--- src/rtl/seg7_pkg.sv ---
// Shared constants, hex segment table and load FSM encoding for seg7_scan_8.
package seg7_pkg;

  localparam int NUM_DIGITS = 8;

  // Active-high {g,f,e,d,c,b,a}, entry 15 first.
  localparam logic [15:0][6:0] HEX_SEG = {
    7'h71, 7'h79, 7'h5E, 7'h39, 7'h7C, 7'h77, 7'h6F, 7'h7F,
    7'h07, 7'h7D, 7'h6D, 7'h66, 7'h4F, 7'h5B, 7'h06, 7'h3F
  };

  typedef enum logic {IDLE, PEND} load_st_e;

  // Index of the most significant nonzero nibble; 0 for an all-zero word.
  function automatic logic [2:0] top_digit(logic [31:0] v);
    logic [2:0] r;
    r = '0;
    for (int i = 0; i < NUM_DIGITS; i++)
      if (v[4*i +: 4] != 4'h0) r = 3'(i);
    return r;
  endfunction

endpackage

--- src/rtl/seg7_scan_8_if.sv ---
// Load/ack capture handshake between the counter source and the scanner.
interface seg7_scan_8_if;
  logic [31:0] value;
  logic [7:0]  dp_mask;
  logic        load;
  logic        ack;

  modport master (output value, dp_mask, load, input ack);
  modport slave  (input value, dp_mask, load, output ack);
endinterface

--- src/rtl/seg7_hex_decode.sv ---
// Combinational nibble to active-high seven-segment pattern.
module seg7_hex_decode
  import seg7_pkg::*;
(
  input  logic [3:0] nib,
  output logic [6:0] seg
);
  assign seg = HEX_SEG[nib];
endmodule

--- src/rtl/seg7_scan_8.sv ---
// Eight-digit multiplexed hex display scanner with frame-aligned load capture.
// Optional leading-zero blanking: define SEG7_BLANK_EN.
module seg7_scan_8
  import seg7_pkg::*;
#(
  parameter int SCAN_DIV   = 100000,
  parameter bit ACTIVE_LOW = 1'b1
) (
  input  logic          clk,
  input  logic          rst,
  seg7_scan_8_if.slave  bus,
  output logic          frame_tick,
  output logic [7:0]    an,
  output logic [6:0]    seg,
  output logic          dp
);
  localparam int DW = (SCAN_DIV > 1) ? $clog2(SCAN_DIV) : 1;
  // Inactive output levels; XOR with these also applies the polarity.
  localparam logic [7:0] AN_OFF  = ACTIVE_LOW ? 8'hFF : 8'h00;
  localparam logic [6:0] SEG_OFF = ACTIVE_LOW ? 7'h7F : 7'h00;
  localparam logic       DP_OFF  = ACTIVE_LOW;

  logic [DW-1:0] div, div_n;
  logic [2:0]    idx, idx_n;
  logic          tc;
  load_st_e      st, st_n;
  logic          capture, ack_q;
  logic [31:0]   shadow, shadow_n;
  logic [7:0]    dpsh, dpsh_n;
  logic [NUM_DIGITS-1:0][6:0] dig_seg;
  logic [7:0]    an_act;

  assign tc         = (div == DW'(SCAN_DIV - 1));
  assign frame_tick = tc && (idx == 3'd7);
  assign div_n      = tc ? '0 : div + DW'(1);
  assign idx_n      = tc ? idx + 3'd1 : idx;
  assign shadow_n   = capture ? bus.value   : shadow;
  assign dpsh_n     = capture ? bus.dp_mask : dpsh;
  assign bus.ack    = ack_q;

  always_comb begin
    st_n    = st;
    capture = 1'b0;
    case (st)
      IDLE: if (bus.load) begin
        if (frame_tick) capture = 1'b1;
        else            st_n    = PEND;
      end
      PEND: if (frame_tick) begin
        capture = 1'b1;
        st_n    = IDLE;
      end
      default: st_n = IDLE;
    endcase
  end

  // Decode from the post-edge shadow so a fresh capture shows on digit 0 at once.
  for (genvar g = 0; g < NUM_DIGITS; g++) begin : g_dec
    seg7_hex_decode u_dec (.nib(shadow_n[4*g +: 4]), .seg(dig_seg[g]));
  end

  always_comb begin
    an_act = 8'h01 << idx_n;
`ifdef SEG7_BLANK_EN
    if (idx_n > top_digit(shadow_n)) an_act = '0;
`endif
  end

  always_ff @(posedge clk or posedge rst) begin
    if (rst) begin
      div    <= '0;
      idx    <= '0;
      st     <= IDLE;
      shadow <= '0;
      dpsh   <= '0;
      ack_q  <= 1'b0;
      an     <= AN_OFF;
      seg    <= SEG_OFF;
      dp     <= DP_OFF;
    end else begin
      div    <= div_n;
      idx    <= idx_n;
      st     <= st_n;
      shadow <= shadow_n;
      dpsh   <= dpsh_n;
      ack_q  <= capture;
      an     <= an_act ^ AN_OFF;
      seg    <= dig_seg[idx_n] ^ SEG_OFF;
      dp     <= dpsh_n[idx_n] ^ DP_OFF;
    end
  end

endmodule

--- src/flat_wrapper.sv ---
// flat-port wrapper written by rule: the top's interface ports become plain ports
module seg7_scan_8_flat import seg7_pkg::*;
#(
  parameter int SCAN_DIV   = 100000,
  parameter bit ACTIVE_LOW = 1'b1
)
  (clk, rst, frame_tick, an, seg, dp, bus_value, bus_dp_mask, bus_load, bus_ack);
  seg7_scan_8_if bus_i ();
  input  logic clk;
  input  logic rst;
  output logic frame_tick;
  output logic [7:0] an;
  output logic [6:0] seg;
  output logic dp;
  input wire logic [$bits(bus_i.value)-1:0] bus_value;
  input wire logic [$bits(bus_i.dp_mask)-1:0] bus_dp_mask;
  input wire logic [$bits(bus_i.load)-1:0] bus_load;
  output wire logic [$bits(bus_i.ack)-1:0] bus_ack;
  assign bus_i.value = bus_value;
  assign bus_i.dp_mask = bus_dp_mask;
  assign bus_i.load = bus_load;
  assign bus_ack = bus_i.ack;
  seg7_scan_8 #(.SCAN_DIV(SCAN_DIV), .ACTIVE_LOW(ACTIVE_LOW)) u_core (.clk(clk), .rst(rst), .bus(bus_i), .frame_tick(frame_tick), .an(an), .seg(seg), .dp(dp));
endmodule
--- config.mk ---
export PLATFORM = sky130hd
export DESIGN_NAME = seg7_scan_8_flat
export DESIGN_NICKNAME = d
export VERILOG_FILES = /design/src/rtl/seg7_pkg.sv /design/src/rtl/seg7_scan_8_if.sv /design/src/rtl/seg7_hex_decode.sv /design/src/rtl/seg7_scan_8.sv /design/src/flat_wrapper.sv
export SDC_FILE = /design/constraint.sdc
export NUM_CORES = 1
export LEC_CHECK = 0
export BUFFER_PORTS_ARGS = -buffer_cell sky130_fd_sc_hd__buf_2
export CAP_MARGIN = 20
export CORE_UTILIZATION = 57
export DETAILED_ROUTE_END_ITERATION = 8
export GPL_TIMING_DRIVEN = 0
export PLACE_DENSITY = 0.83
export SLEW_MARGIN = 20
export SYNTH_ARGS = -nofsm -noshare
export SYNTH_HDL_FRONTEND = slang
export SYNTH_SLANG_ARGS = --single-unit
--- constraint.sdc ---
create_clock -name clk -period 6.6 [get_ports clk]
set_input_delay 0.66 -clock clk [delete_from_list [all_inputs] [get_ports clk]]
set_output_delay 0.66 -clock clk [all_outputs]
set_load 0.1 [all_outputs]
* After elaboration in Yosys (flattened, before gate mapping)
Memory sizes are Yosys's and may differ from the RTL's.
Index checks and enable logic that the tools add are counted.
** Cells by class
- Add/subtract/negate cells :: 2
- Bitwise operators :: 4
- Order comparisons :: 9
- Shift-type cells :: 1
- Equality and inequality tests :: 2
- Multipliers :: 0
- Reduce and logical (&&, ||, !) cells :: 1
- Multiplexer cells :: 22
- Divide/modulo/power cells :: 0
** Operators by type and width (number)
- 7-bit 2-to-1 mux :: 9
- 4-bit by 5-bit less-than comparator with 1-bit output, second input constant :: 8
- 32-bit 2-to-1 mux :: 1
- 7-bit binary-select mux with 3-bit select :: 1
- 17-bit by 1-bit adder with 17-bit output, second input constant :: 1
- 17-bit == test, second input constant :: 1
- 17-bit 2-to-1 mux :: 1
- 8-bit 2-to-1 mux :: 1
- 8-bit NOT :: 1
- 1-bit by 3-bit left shift with 8-bit output, first input constant :: 1
- 7-bit NOT :: 1
- 1-bit 2-to-1 mux :: 5
- 3-bit by 4-bit less-than comparator with 1-bit output, second input constant :: 1
- 1-bit one-hot mux with 2 select lines :: 2
- 3-bit by 1-bit adder with 3-bit output, second input constant :: 1
- 1-bit binary-select mux with 3-bit select :: 1
- 3-bit == test, second input constant :: 1
- 3-bit 2-to-1 mux :: 1
- 1-bit NOT :: 2
- 1-bit logical AND :: 1
** Storage, ports and cells
- Flip-flop bits (word level) :: 78
- Bits of input ports :: 43
- Output and inout port bits :: 18
- Memories :: 8
- RAM bits :: 0
- Bits in read-only memories :: 896
- Bits in latches :: 0
** Memories
- (no name shown) :: depth 16, bits a word 7, rd ports 1, clocked after memory_dff 0, wr ports 0, line seg7_hex_decode.sv:8 : assign seg = HEX_SEG[nib];
- (no name shown) :: depth 16, bits a word 7, rd ports 1, clocked after memory_dff 0, wr ports 0, line seg7_hex_decode.sv:8
- (no name shown) :: depth 16, bits a word 7, rd ports 1, clocked after memory_dff 0, wr ports 0, line seg7_hex_decode.sv:8
- (no name shown) :: depth 16, bits a word 7, rd ports 1, clocked after memory_dff 0, wr ports 0, line seg7_hex_decode.sv:8
- (no name shown) :: depth 16, bits a word 7, rd ports 1, clocked after memory_dff 0, wr ports 0, line seg7_hex_decode.sv:8
- (no name shown) :: depth 16, bits a word 7, rd ports 1, clocked after memory_dff 0, wr ports 0, line seg7_hex_decode.sv:8
- 2 more memories

* Logic depth before layout (Yosys ltp)
- Word-level depth :: 11
- Depth in mapped cells :: 18

* Hierarchy
A second synthesis with hierarchy kept.
** Second synthesis, totals
- Cells, all modules :: 653
- Area, all modules :: 5978.2 um^2
** By module, submodules not included
- seg7_scan_8 :: sequential area each 1971.9 um^2, cells an instance 389, area each 3676.0 um^2, times used 1
- seg7_hex_decode :: sequential area each 0.0 um^2, cells an instance 33, area each 287.8 um^2, times used 8

* Worst setup path after synthesis
OpenSTA, ideal clock, no wires.
- Path type :: reg-to-reg
- From :: register u_core.idx[0]
- To :: register u_core.seg[5]
- Buffers on the path :: 5
- Required time :: 6.517 ns
- Stages on the path, launching flop included :: 17
- Arrival :: 3.525 ns
- Slack :: 2.991 ns
- Setup time :: 0.083 ns
- Path through :: dfrtp_1 ha_1 ha_1 nor2b_1 clkbuf_1 nand2_1 clkbuf_1 buf_2 buf_2 buf_2 mux2i_1 inv_1 ha_1 o2111ai_1 o41ai_1 or4_1 o32a_1
** Between the ends
- Longest elaborated chain between the ends :: 11
- Elaborated cells between the ends (all ways) :: 27
- Classes of those cells :: add/sub (1); eq/ne (1); mux (15); bitwise (1); reduce/logical (1); memory (8)
** Ends and longest elaborated chain
- start: declaration :: line seg7_scan_8.sv:24 : logic [2:0] idx, idx_n;
- start signal: assignment :: line seg7_scan_8.sv:82 : idx <= idx_n;
- 3-bit == test * :: line seg7_scan_8.sv:34 : assign frame_tick = tc && (idx == 3'd7);
- 1-bit logical AND * :: line seg7_scan_8.sv:34
- 1-bit 2-to-1 mux * :: line seg7_scan_8.sv:46, seg7_scan_8.sv:49
- 1-bit 2-to-1 mux :: line seg7_scan_8.sv:45 : IDLE: if (bus.load) begin
- 1-bit one-hot mux with 2 select lines * :: line seg7_scan_8.sv:44 : case (st)
- 32-bit 2-to-1 mux * :: line seg7_scan_8.sv:37 : assign shadow_n = capture ? bus.value : shadow;
- named net u_core.g_dec[1].u_dec.nib[0] :: line seg7_hex_decode.sv:5 : input logic [3:0] nib,
- memory read 16 x 7 bit *
- 7-bit 2-to-1 mux (not written as such) * :: line seg7_hex_decode.sv:8
- 7-bit binary-select mux with 3-bit select * :: line seg7_scan_8.sv:88 : seg <= dig_seg[idx_n] ^ SEG_OFF;
- 7-bit 2-to-1 mux (not written as such) * :: line seg7_scan_8.sv:88
- 7-bit NOT (no source line) *
- end signal: assignment :: line seg7_scan_8.sv:88
- end: declaration :: line seg7_scan_8.sv:14 : output logic [6:0] seg,
The timed path passes the listed nets; every way through them passes the cells marked *. The select of a mux whose other input is x is not followed.

* Worst setup path in the final report
- From :: register u_core.idx[1]
- To :: register u_core.seg[5]
Same word-level chain as after synthesis.

==> impl_metrics.toml <==
[timing]
setup_viol = 0
fin_crit_ns = 5.104
worst_pin_slew_ns = 1.029
finClkSkew_ns = 0.01400
setup_tns_ns = 0
max_slew_margin = 0.3089
finalHoldViolations = 0
rsz0062_at_grt = "no"
clock.fmax_mhz = 195.9
period_share = 0.7734
drv_slew = 0

[grt]
grt_overflow_total = 0
grt_max_degree = 45
antenna_found_initial = 0
grt_first_pass_wirelength_um = 31950
grt_pass1_vias = 5948
track_usage = 0.3807

[route]
drc = 0
drt_iter0_markers = 752
wl_per_cell_um = 21.27
firstDrtPassIters = 6
viasPerCell = 6.570
vias = 6281
drt-total-wl_um = 20330
ant_nets = 0

[clock_tree]
cts_tree = "yes"
cts-htree-levels = 3
cts_setup_buffers = 0
clockBufferDepth = 2
ctsResizeCount = 0
cts_buffers = 9
cts_hold_repair.buffers = 0
clkLatencyLatePin_ns = 0.37
path_clk_slew_ns = 0.09
clock_sinks = 78
cts_root_buf = "clkbuf_8"

[power]
power.total_mw = 0.8677
powerDensity_nw_per_um2 = 129.3
p_leak_nw = 3.009
switching_share = 0.2633
intPower_mw = 0.6393
comb_power_share = 0.052
p_sw_mw = 0.2284
peakVddDrop_uv = 80.01
power.share.clock = 0.397
seq_power_share = 0.551

[yosys]
synth_area_leader_cell = "dfrtp_1"
syn_inst = 743
synth_common_cells = "106 x nand2_1, 62 x dfrtp_1, 53 x nor2_1"
synth_top_flop_cell = "dfrtp_1"
synth.distinct_cells = 73
yosysSeqAreaShare = 0.3264
synth.most_common_cell = "nand2_1"
synth-async-reset-ratio = 1.000
synth-edff-count = 0
synth_area_leaders = "dfrtp_1 26%, dfstp_2 7.0%, nand2_1 6.6%, ha_1 5.6%, o21ai_0 3.9%"
synth_top_area_share = 0.2568
yosys_register_bits = 78
yosysWarnings = 0
syn_area_per_cell_um2 = 8.132
syn-num-nets = 813
syn_area_um2 = 6042

[die]
io_pins = 61
rows = 37
core_area_um2 = 10280
die_y_um = 105.0
dieArea_um2 = 11020
initial_core_util = 0.5879
fp.dieW_um = 105.0

[worst_setup_path]
worstReg2RegStart = "u_core.idx[1]"
cp.required_ns = 6.89
reg2reg_slack_ns = 1.50
startpoint_type = "flop"
critPathTopFamily = "buffers and inverters"
worstSetupEndpointType = "flop"
cp.depth = 16
crit_path_end = "u_core.seg[5]"
cpPeakStageDelay_ns = 0.50
critPathKind = "reg -> reg"
crit_path_top_delay_cell = "clkbuf_1"
worstReg2RegEnd = "u_core.seg[5]"
crit_path_max_fanout = 10
crit_arrival_ns = 5.39
crit_start = "u_core.idx[1]"
crit_buf_inv = 6
reg2reg_depth = 16
path_cells = "ha_1, ha_1, nor2b_1, clkbuf_1, nand2_1, clkbuf_1, buf_2, buf_2, buf_2, mux2i_1, inv_1, ha_1, o2111ai_1, o41ai_1, or4_1, o32a_1"

[layout]
nets = 885
layout-drive-gt1-share = 0.1646
antenna_cells = 0
n_fill_cell = 865
post-route-util = 0.6529
syn_to_final_growth_pct = 11.06

[flow_run]
maxCapViolations = 0

[placed_design]
io_buffers = 60
dp_hpwl_um = 15130
routabilityCongestion = 1.011

[run_status]
run_status = "completed"

[worst_hold_path]
hp-class = "in -> async"
-- worst min-delay path by stage --
| stage | end | from | cells after the start | slack (ns) |
|---|---|---|---|---|
| 3_3_place_gp | u_core.dpsh[4] | u_core.dpsh[4] | 2 | 0.45 |
| 2_1_floorplan | u_core.dpsh[7] | u_core.dpsh[7] | 2 | 0.43 |
| 6_report | u_core.shadow[12] | rst | 2 | 0.32 |
| 5_1_grt | u_core.shadow[15] | rst | 2 | 0.36 |
| 3_5_place_dp | u_core.dpsh[0] | u_core.dpsh[0] | 2 | 0.45 |
| 4_1_cts | u_core.shadow[15] | rst | 2 | 0.34 |
-- routing by layer --
metal  GRT usage  share of wire  vias up
li1            -              -     2861
met2      0.5809           0.44      430
met1      0.5166           0.41     2924
met3     0.08921           0.11       66
met4      0.1640          0.034        0
met5           0              0        -
-- sequential cells by signal, indices dropped and copies added, names as in the netlist --
register	cells
u_core.an	8
u_core.bus.ack	1
u_core.div	17
u_core.dp	1
u_core.dpsh	8
u_core.idx	3
u_core.seg	7
u_core.shadow	32
u_core.st	1
-- cell type report --
cell class                 instances  area, um2  area share
clock inverter                     4      25.02    0.003729
clock buffer                      12      145.1     0.02163
tap                              136      170.2     0.02536
buffer                            30      153.9     0.02293
sequential                        78       1972      0.2939
inverter                          48      182.7     0.02722
timing repair buffer              61      320.3     0.04773
multi-input combinational        587       3741      0.5575
-- power by group through the flow --
stage	registers, mW	clock network, mW	logic [mW]
after floorplan	0.487	0	0.0154
after global placement	0.487	0	0.0409
after detailed placement	0.487	0	0.0445
after CTS	0.478	0.342	0.0445
after global routing	0.478	0.363	0.0496
final	0.478	0.345	0.0448
-- metrics by stage --
step	setup slack (ns)	instances	instance area, um2	hold WS (ns)
final	1.496	956	6710	0.3237
after global routing	1.299	956	6710	0.3621
after CTS	1.615	956	6710	0.3398
after detailed placement	1.631	940	6540	0.4538
after global placement	1.713	939	6513	0.4480
after floorplan	2.991	743	6042	0.4293
-- placed cells by master, fill, tap and decap left out, drive strengths merged, types with 11 or more instances in the layout --
cell	n
nor3	30
nor2b	13
dfstp	16
o31ai	11
ha	27
nand3	27
buf	79
or3	12
a211oi	12
nand2	106
clkbuf	24
a31oi	21
mux2i	23
a21oi	43
dfrtp	62
inv	48
nand2b	16
o21ai	49
nor2	54
o211ai	17
-- cell families after synthesis --
| kind of cell | after synthesis | synth area share |
|---|---|---|
| buffers and inverters | 78 | 0.05529 |
| AO/OA/AOI/OAI | 211 | 0.2311 |
| AND/OR/NAND/NOR | 303 | 0.2442 |
| XOR/XNOR | 13 | 0.01884 |
| multiplexers | 33 | 0.06834 |
| adder cells (fa/ha/maj) | 27 | 0.05591 |
| flip-flops | 78 | 0.3264 |
Power figures use the tool's default switching activity.
